$ cat config.mk
export PLATFORM = sky130hd
export DESIGN_NAME = bpm_uart_tx
export DESIGN_NICKNAME = d
export VERILOG_FILES = /design/src/rtl/bpm_uart_tx.sv
export SDC_FILE = /design/constraint.sdc
export NUM_CORES = 1
export LEC_CHECK = 0
export CORE_MARGIN = 2
export CORE_UTILIZATION = 45
export DETAILED_ROUTE_END_ITERATION = 16
export PLACE_DENSITY = 0.72
export SKIP_LAST_GASP = 1
export SLEW_MARGIN = 0
export SYNTH_ARGS = -nofsm -noshare
export SYNTH_HDL_FRONTEND = slang
export SYNTH_SLANG_ARGS = --single-unit
$ cat constraint.sdc
create_clock -name clk_i -period 2.6 [get_ports clk_i]
set_clock_uncertainty 0.15 [all_clocks]
set_input_delay 0.65 -clock clk_i [delete_from_list [all_inputs] [get_ports clk_i]]
set_output_delay 0.65 -clock clk_i [all_outputs]
set_load 0.01 [all_outputs]
$ cat src/rtl/bpm_uart_tx.sv
// bpm_uart_tx: clamps a tempo value, splits it into three ASCII digits and sends "DDD\r\n" as 8N1 UART.
// A single pending slot holds the newest value that arrives while a frame is in flight.
module bpm_uart_tx #(
  parameter int CLKS_PER_BIT = 217,
  parameter int BPM_MAX = 250
) (
  input  logic                         clk_i,
  input  logic                         rst_i,
  input  logic [$clog2(BPM_MAX+1)-1:0] bpm_i,
  input  logic                         bpm_valid,
  output logic                         tx_o,
  output logic                         busy_o
);
  localparam int CW = $clog2(CLKS_PER_BIT + 1);
  typedef enum logic [2:0] {IDLE, CONV, START, DATA, STOP} state_t;
  state_t state_q, state_d;
  logic [9:0] val_q, val_d, pval_q, pval_d, in_val;
  logic [3:0] hund_q, hund_d, tens_q, tens_d;
  logic [CW-1:0] cnt_q, cnt_d;
  logic [2:0] bit_q, bit_d, byte_q, byte_d;
  logic pend_q, pend_d, arm_q, tx_q, tx_d, busy_q;
  logic valid_ok, bit_end;
  logic [7:0] cur_byte;
  // arm_q masks the strobe during the first cycle after reset release
  assign valid_ok = bpm_valid & arm_q;
  assign in_val = 10'(bpm_i) > 10'(BPM_MAX) ? 10'(BPM_MAX) : 10'(bpm_i);
  assign bit_end = cnt_q == CW'(CLKS_PER_BIT - 1);
  // after CONV the remainder left in val_q is the units digit
  assign cur_byte = byte_q == 3'd0 ? {4'h3, hund_q} :
                    byte_q == 3'd1 ? {4'h3, tens_q} :
                    byte_q == 3'd2 ? {4'h3, val_q[3:0]} :
                    byte_q == 3'd3 ? 8'h0d : 8'h0a;
  always_comb begin
    state_d = state_q;
    val_d = val_q;
    hund_d = hund_q;
    tens_d = tens_q;
    bit_d = bit_q;
    byte_d = byte_q;
    cnt_d = (state_q inside {START, DATA, STOP}) && !bit_end ? cnt_q + 1'b1 : '0;
    pend_d = pend_q | (valid_ok && (state_q != IDLE));
    pval_d = valid_ok && (state_q != IDLE) ? in_val : pval_q;
    case (state_q)
      IDLE: if (valid_ok) begin
        state_d = CONV;
        val_d = in_val;
        hund_d = '0;
        tens_d = '0;
      end
      CONV: if (val_q >= 10'd100) begin
        val_d = val_q - 10'd100;
        hund_d = hund_q + 4'd1;
      end else if (val_q >= 10'd10) begin
        val_d = val_q - 10'd10;
        tens_d = tens_q + 4'd1;
      end else begin
        state_d = START;
        byte_d = '0;
      end
      START: if (bit_end) begin
        state_d = DATA;
        bit_d = '0;
      end
      DATA: if (bit_end) begin
        state_d = bit_q == 3'd7 ? STOP : DATA;
        bit_d = bit_q + 3'd1;
      end
      STOP: if (bit_end) begin
        if (byte_q != 3'd4) begin
          state_d = START;
          byte_d = byte_q + 3'd1;
        end else if (pend_q | valid_ok) begin
          state_d = CONV;
          val_d = valid_ok ? in_val : pval_q;
          hund_d = '0;
          tens_d = '0;
          pend_d = 1'b0;
        end else begin
          state_d = IDLE;
        end
      end
      default: state_d = IDLE;
    endcase
    tx_d = state_d == START ? 1'b0 : state_d == DATA ? cur_byte[bit_d] : 1'b1;
  end
  always_ff @(posedge clk_i or negedge rst_i) begin
    if (!rst_i) begin
      state_q <= IDLE;
      val_q <= '0;
      pval_q <= '0;
      hund_q <= '0;
      tens_q <= '0;
      cnt_q <= '0;
      bit_q <= '0;
      byte_q <= '0;
      pend_q <= 1'b0;
      arm_q <= 1'b0;
      tx_q <= 1'b1;
      busy_q <= 1'b0;
    end else begin
      state_q <= state_d;
      val_q <= val_d;
      pval_q <= pval_d;
      hund_q <= hund_d;
      tens_q <= tens_d;
      cnt_q <= cnt_d;
      bit_q <= bit_d;
      byte_q <= byte_d;
      pend_q <= pend_d;
      arm_q <= 1'b1;
      tx_q <= tx_d;
      busy_q <= state_d != IDLE;
    end
  end
  assign tx_o = tx_q;
  assign busy_o = busy_q;
endmodule

Yosys cells after proc, flatten, opt, wreduce, memory -nomap -nowiden
Index checks and enable logic that the tools add are counted.
{"block": "word_totals", "ff_bits": 49, "in_bits": 11, "output_inout_bits": 2}
{"block": "op_classes", "addsub": 7, "n_lt_le_gt_ge": 4, "n_eq_ne": 22, "n_mux": 49, "bitwise": 3, "n_reduce_logical": 14}
{"op": "$mux 10", "n": 7}
{"op": "$mux 3", "n": 14}
{"op": "$pmux 10 s3", "n": 1}
{"op": "$mux 4", "n": 7}
{"op": "$pmux 4 s3", "n": 2}
{"op": "$eq 3x2->1 const B", "n": 6}
{"op": "$mux 6", "n": 3}
{"op": "$mux 8", "n": 2}
{"op": "$pmux 3 s5", "n": 1}
{"op": "$ne 2x2->1 const B", "n": 7}
{"op": "$pmux 3 s2", "n": 2}
{"op": "$reduce_and 6->1", "n": 2}
{"op": "$reduce_bool 3->1", "n": 4}
{"op": "$ge 10x4->1 const B", "n": 1}
{"op": "$ge 10x7->1 const B", "n": 1}
{"op": "$sub 10x4->10 const B", "n": 1}
{"op": "$sub 10x7->10 const B", "n": 1}
{"op": "$add 4x1->4 const B", "n": 2}
{"op": "$add 8x1->8 const B", "n": 1}
{"op": "$eq 8x8->1 const B", "n": 1}
{"op": "$gt 8x8->1 const B", "n": 1}
{"op": "$mux 1", "n": 8}
{"op": "$reduce_and 7->1", "n": 1}
{"op": "$add 3x1->3 const B", "n": 2}
{"op": "other kinds (14)", "n": 21}

Depth between registers and ports, before layout
{"block": "logic_depth", "ltp_word": 9, "ltp_mapped": 12, "depth_no_buf": 12}

Worst setup path after synthesis
OpenSTA, ideal clock, no wires.
{"block": "synth_path", "path_kind": "register -> register", "start": "register cnt_q[0]", "end": "register tx_q, in the netlist tx_o", "setup_ns": 0.084, "t_arrival_ns": 2.164, "required_time_ns": 2.366, "setup_slack_ns": 0.202, "path_stages_with_launch": 13, "synth_period_minus_slack_ns": 2.398, "cell_sequence": "dfrtp_1 inv_1 ha_1 nand3b_1 nor2_1 inv_2 ha_1 nand2_1 o211ai_1 a21oi_1 a211o_1 a32oi_1 o21ai_0"}
{"block": "synth_between", "elab_chain_cells": 7, "elab_cells_between_ends": 14, "classes_between": "eq/ne (3); mux (11)"}
{"element": "start: declaration", "line": "19", "source": "logic [CW-1:0] cnt_q, cnt_d;"}
{"element": "start signal: assignment", "line": "106", "source": "cnt_q <= cnt_d;"}
{"element": "$eq 8x8->1 (*)", "line": "27", "source": "assign bit_end = cnt_q == CW'(CLKS_PER_BIT - 1);"}
{"element": "$mux 3 (on tied branches)", "line": "64, 60"}
{"element": "$pmux 3 s2", "line": "43", "source": "case (state_q)"}
{"element": "$bmux 1 s3", "line": "84", "source": "tx_d = state_d == START ? 1'b0 : state_d == DATA ? cur_byte[bit_d] : 1'b1;"}
{"element": "$mux 1 (implied by the code)", "line": "84"}
{"element": "$mux 1", "line": "84"}
{"element": "$mux 1 (*)", "line": "84"}
{"element": "net tx_d", "line": "21", "source": "logic pend_q, pend_d, arm_q, tx_q, tx_d, busy_q;"}
{"element": "end signal: assignment", "line": "111", "source": "tx_q <= tx_d;"}
{"element": "end: declaration", "line": "21"}
The timed path passes the listed nets; every way through them passes the cells marked *. The select of a mux whose other input is x is not followed.
A chain may end at the register's enable or synchronous reset.

Worst setup path after layout
{"block": "layout_path", "start": "register val_q[2]", "end": "register busy_q, in the netlist busy_o"}
{"block": "layout_between", "elab_chain_cells": 5, "elab_cells_between_ends": 6, "classes_between": "order compare (2); mux (3); reduce/logical (1)"}
{"element": "start: declaration", "line": "17", "source": "logic [9:0] val_q, val_d, pval_q, pval_d, in_val;"}
{"element": "start signal: assignment", "line": "102", "source": "val_q <= val_d;"}
{"element": "$ge 10x4->1", "line": "53", "source": "end else if (val_q >= 10'd10) begin"}
{"element": "$mux 3", "line": "53"}
{"element": "$mux 3 (*)", "line": "50", "source": "CONV: if (val_q >= 10'd100) begin"}
{"element": "$pmux 3 s5 (*)", "line": "43"}
{"element": "net state_d[0]", "line": "16", "source": "state_t state_q, state_d;"}
{"element": "$reduce_bool 3->1 (*)", "line": "112", "source": "busy_q <= state_d != IDLE;"}
{"element": "end signal: assignment", "line": "99", "source": "busy_q <= 1'b0;"}
{"element": "end signal: assignment", "line": "112"}
{"element": "end: declaration", "line": "21"}
The timed path passes the listed nets; every way through them passes the cells marked *.

==> impl_metrics.ini <==
[worst_setup_path]
crit_path_frequent_cell = inv_1
crit_type = reg -> reg
cp_max_fo = 5
startpoint_type = flop
cp.required_ps = 2630
cp_num_buf_inv = 2
critPathTopFamily = compound AO/OA/AOI/OAI gates
slowest_stage = dfrtp_1
r2r-end = busy_o
crit_end = busy_o
worstReg2RegStart = val_q[2]
cp_data_arrival_time_ps = 2440
r2r_setup_slack_ps = 190
crit_start = val_q[2]
critPathCaptureType = flop
path_cells = inv_1 > ha_1 > a2111oi_4 > nand2_2 > a221oi_2 > a21o_1 > inv_1 > or3_1
path_depth = 8
max_stage_delay_ps = 490
reg2reg_depth = 8

[floorplanning]
initial_core_util_pct = 46.5
die_h_um = 85.0
core_area_um2 = 6350
dieArea_um2 = 7230
die_x_um = 85.0
rows = 29
boundaryPins = 13

[pwr]
cellPowerDensity_nw_per_um2 = 951
total_power_mw = 3.20
p_leak_nw = 1.51
max-vdd-ir-drop_mv = 0.515

[placed_design]
place.gp.congestion = 0.925
portBuffers = 12
placed_area_um2 = 3260
dp_hpwl_um = 5030
dp_slack_ps = 18.2

[synth]
synth_xor_area_share_pct = 2.67
yosys-mux-area-fraction_pct = 5.00
synth_edf_count = 0
syn_inst = 326
yosys_warnings = 0
syn_area_um2 = 2960
synth_compound_area_share_pct = 20.8
ys.flop_type = dfrtp_1
synth_top_family_by_area = compound AO/OA/AOI/OAI gates
syn_nets = 354
synthArstFlopShare_pct = 100
synth-simple-area-share_pct = 19.6
avgSynthCellArea_um2 = 9.07
ys_types = 64
ys_seq_area_share_pct = 39.8
synthAdderAreaFrac_pct = 7.20
ys_ff_latch = 47

[finish]
finalNetCount = 381
area.growth.synth_to_final_pct = 13.9
fillers = 586
antenna_cells = 0
multiInputGateArea_um2 = 1650
register_area_um2 = 1180
final_area_um2 = 3370
final_util_pct = 53.0
drive_gt1_share_pct = 13.6

[cts]
clockBufferDepth = 2
cts_tree = done
root_buffer = clkbuf_8
cts_inserted_buffers = 5
path_clk_slew_ps = 90
clkLatencyLatePin_ps = 300
ctsHtreeMaxLevel = 2
cts_sinks = 47

[global_routing]
grt_max_degree = 25
grt_usage_pct = 19.1
antenna_found_initial = 0
grt_overflow = 0
grt_pass1_vias = 2321
grt_pass1_wl_um = 11100

[routing]
drt-wirelength-per-cell_um = 15.2
drt_wl_total_um = 6520
drt_iter0_drc = 200
vias = 2455
final_antenna_net_count = 0
first_pass_iters = 4
drc = 0
viasPerCell = 5.71

[sta]
clock.fmax_mhz = 415
rsz0062_at_grt = no
setup_viol = 0
final_hold_viol_count = 0
setup_slack_ps = 190
slew_viol_final = 0
maxSlewHeadroom_pct = 57.8
worst_pin_slew_ps = 629
tns_ps = 0
period_minus_slack_ps = 2410
fin_crit_sh_pct = 92.7

[outcome]
status = finished clean

[worst_hold_path]
min_path_type = in -> async

[flow_run]
max_cap_violations = 0
[worst min path at each step]
stage                   start    endpoint  slack (ps)  depth (start not counted)
floorplan               rst_i       arm_q         200                          0
global placement    pval_q[0]   pval_q[0]         310                          2
detailed placement  pval_q[0]   pval_q[0]         320                          2
global route            rst_i  state_q[0]          30                          1
CTS                     rst_i  state_q[0]          40                          1
finish                  rst_i    val_q[7]          40                          1
[per-stage QoR]
step / cells / hold WS, ps
floorplan: 326 / 204
global placement: 423 / 313
detailed placement: 423 / 322
CTS: 430 / 38.2
global route: 430 / 34.4
finish: 430 / 41.0
[final cells by class]
class	instances	area share, %
multi-input cells	243	49.0
flip-flops and latches	47	35.0
clock buffers	6	2.45
clock inverters	1	0.149
well taps	77	2.86
repair buffers	32	7.88
inverters	24	2.68
[cell usage after synthesis (5+ instances only)]
master     n  share of area [%]
xor2_1     5                1.5
nand2_1   26                3.3
nor2_1    27                3.4
inv_1     23                2.9
a21oi_1   26                4.4
o22ai_1    5                1.1
mux2_2     6                2.3
dfrtp_1   46                 39
nor3_1     5               0.85
buf_2      6                1.0
clkbuf_1   6               0.76
nand3_1   16                2.7
and3_1     6                1.3
o21ai_0   20                3.4
ha_1      17                7.2
mux2i_1    8                2.7
[what timing repair did]
action	CTS	global route
hold buffers	0	0
buffers inserted	0	0
resized for setup	0	2
endpoints found under the setup margin	0	3
[layout by cell type (no fill, tap or decap), drive strengths merged, types with 3 or more instances in the layout]
cell type       n
o31ai           3
o21ai          24
clkdlybuf4s50  11
nor3b           4
nand4           3
nor3            6
nor2           28
a221oi          5
dfrtp          46
or2             3
a21oi          26
and3            6
nand3b          4
nand3          17
buf            21
nand2          27
clkbuf          6
mux2            6
ha             17
mux2i           8
xnor2           4
inv            24
a31oi           3
o22ai           5
xor2            5
[flip-flops by register name, summed over array words and instances (netlist names)]
signal,cells
pend_q,1
arm_q,1
val_q,10
hund_q,4
state_q,3
byte_q,3
pval_q,8
busy_o,1
cnt_q,8
bit_q,3
tx_o,1
tens_q,4
[metal layers]
metal,wire (um),track usage [%],vias up
met5,0,0,-
met4,92,6.06,0
li1,-,-,1225
met1,3110,27.9,1156
met2,2940,28.8,66
met3,388,3.40,8
[kinds of logic after synthesis]
group                      after synthesis
AOI/OAI and AO/OA                       91
other                                    1
xor gates and xnor gates                 9
muxes                                   14
and+or+nand+nor                        111
buffers and inverters                   36
adders and majority gates               17
DFF                                     47
[where the power goes]
part           switching (mW)  total, mW  leakage [nW]  internal (mW)
combinational           0.853       1.54         0.874          0.690
sequential              0.266       1.22         0.593          0.951
clock                   0.235      0.444        0.0470          0.209
(Power assumes the default switching activity.)
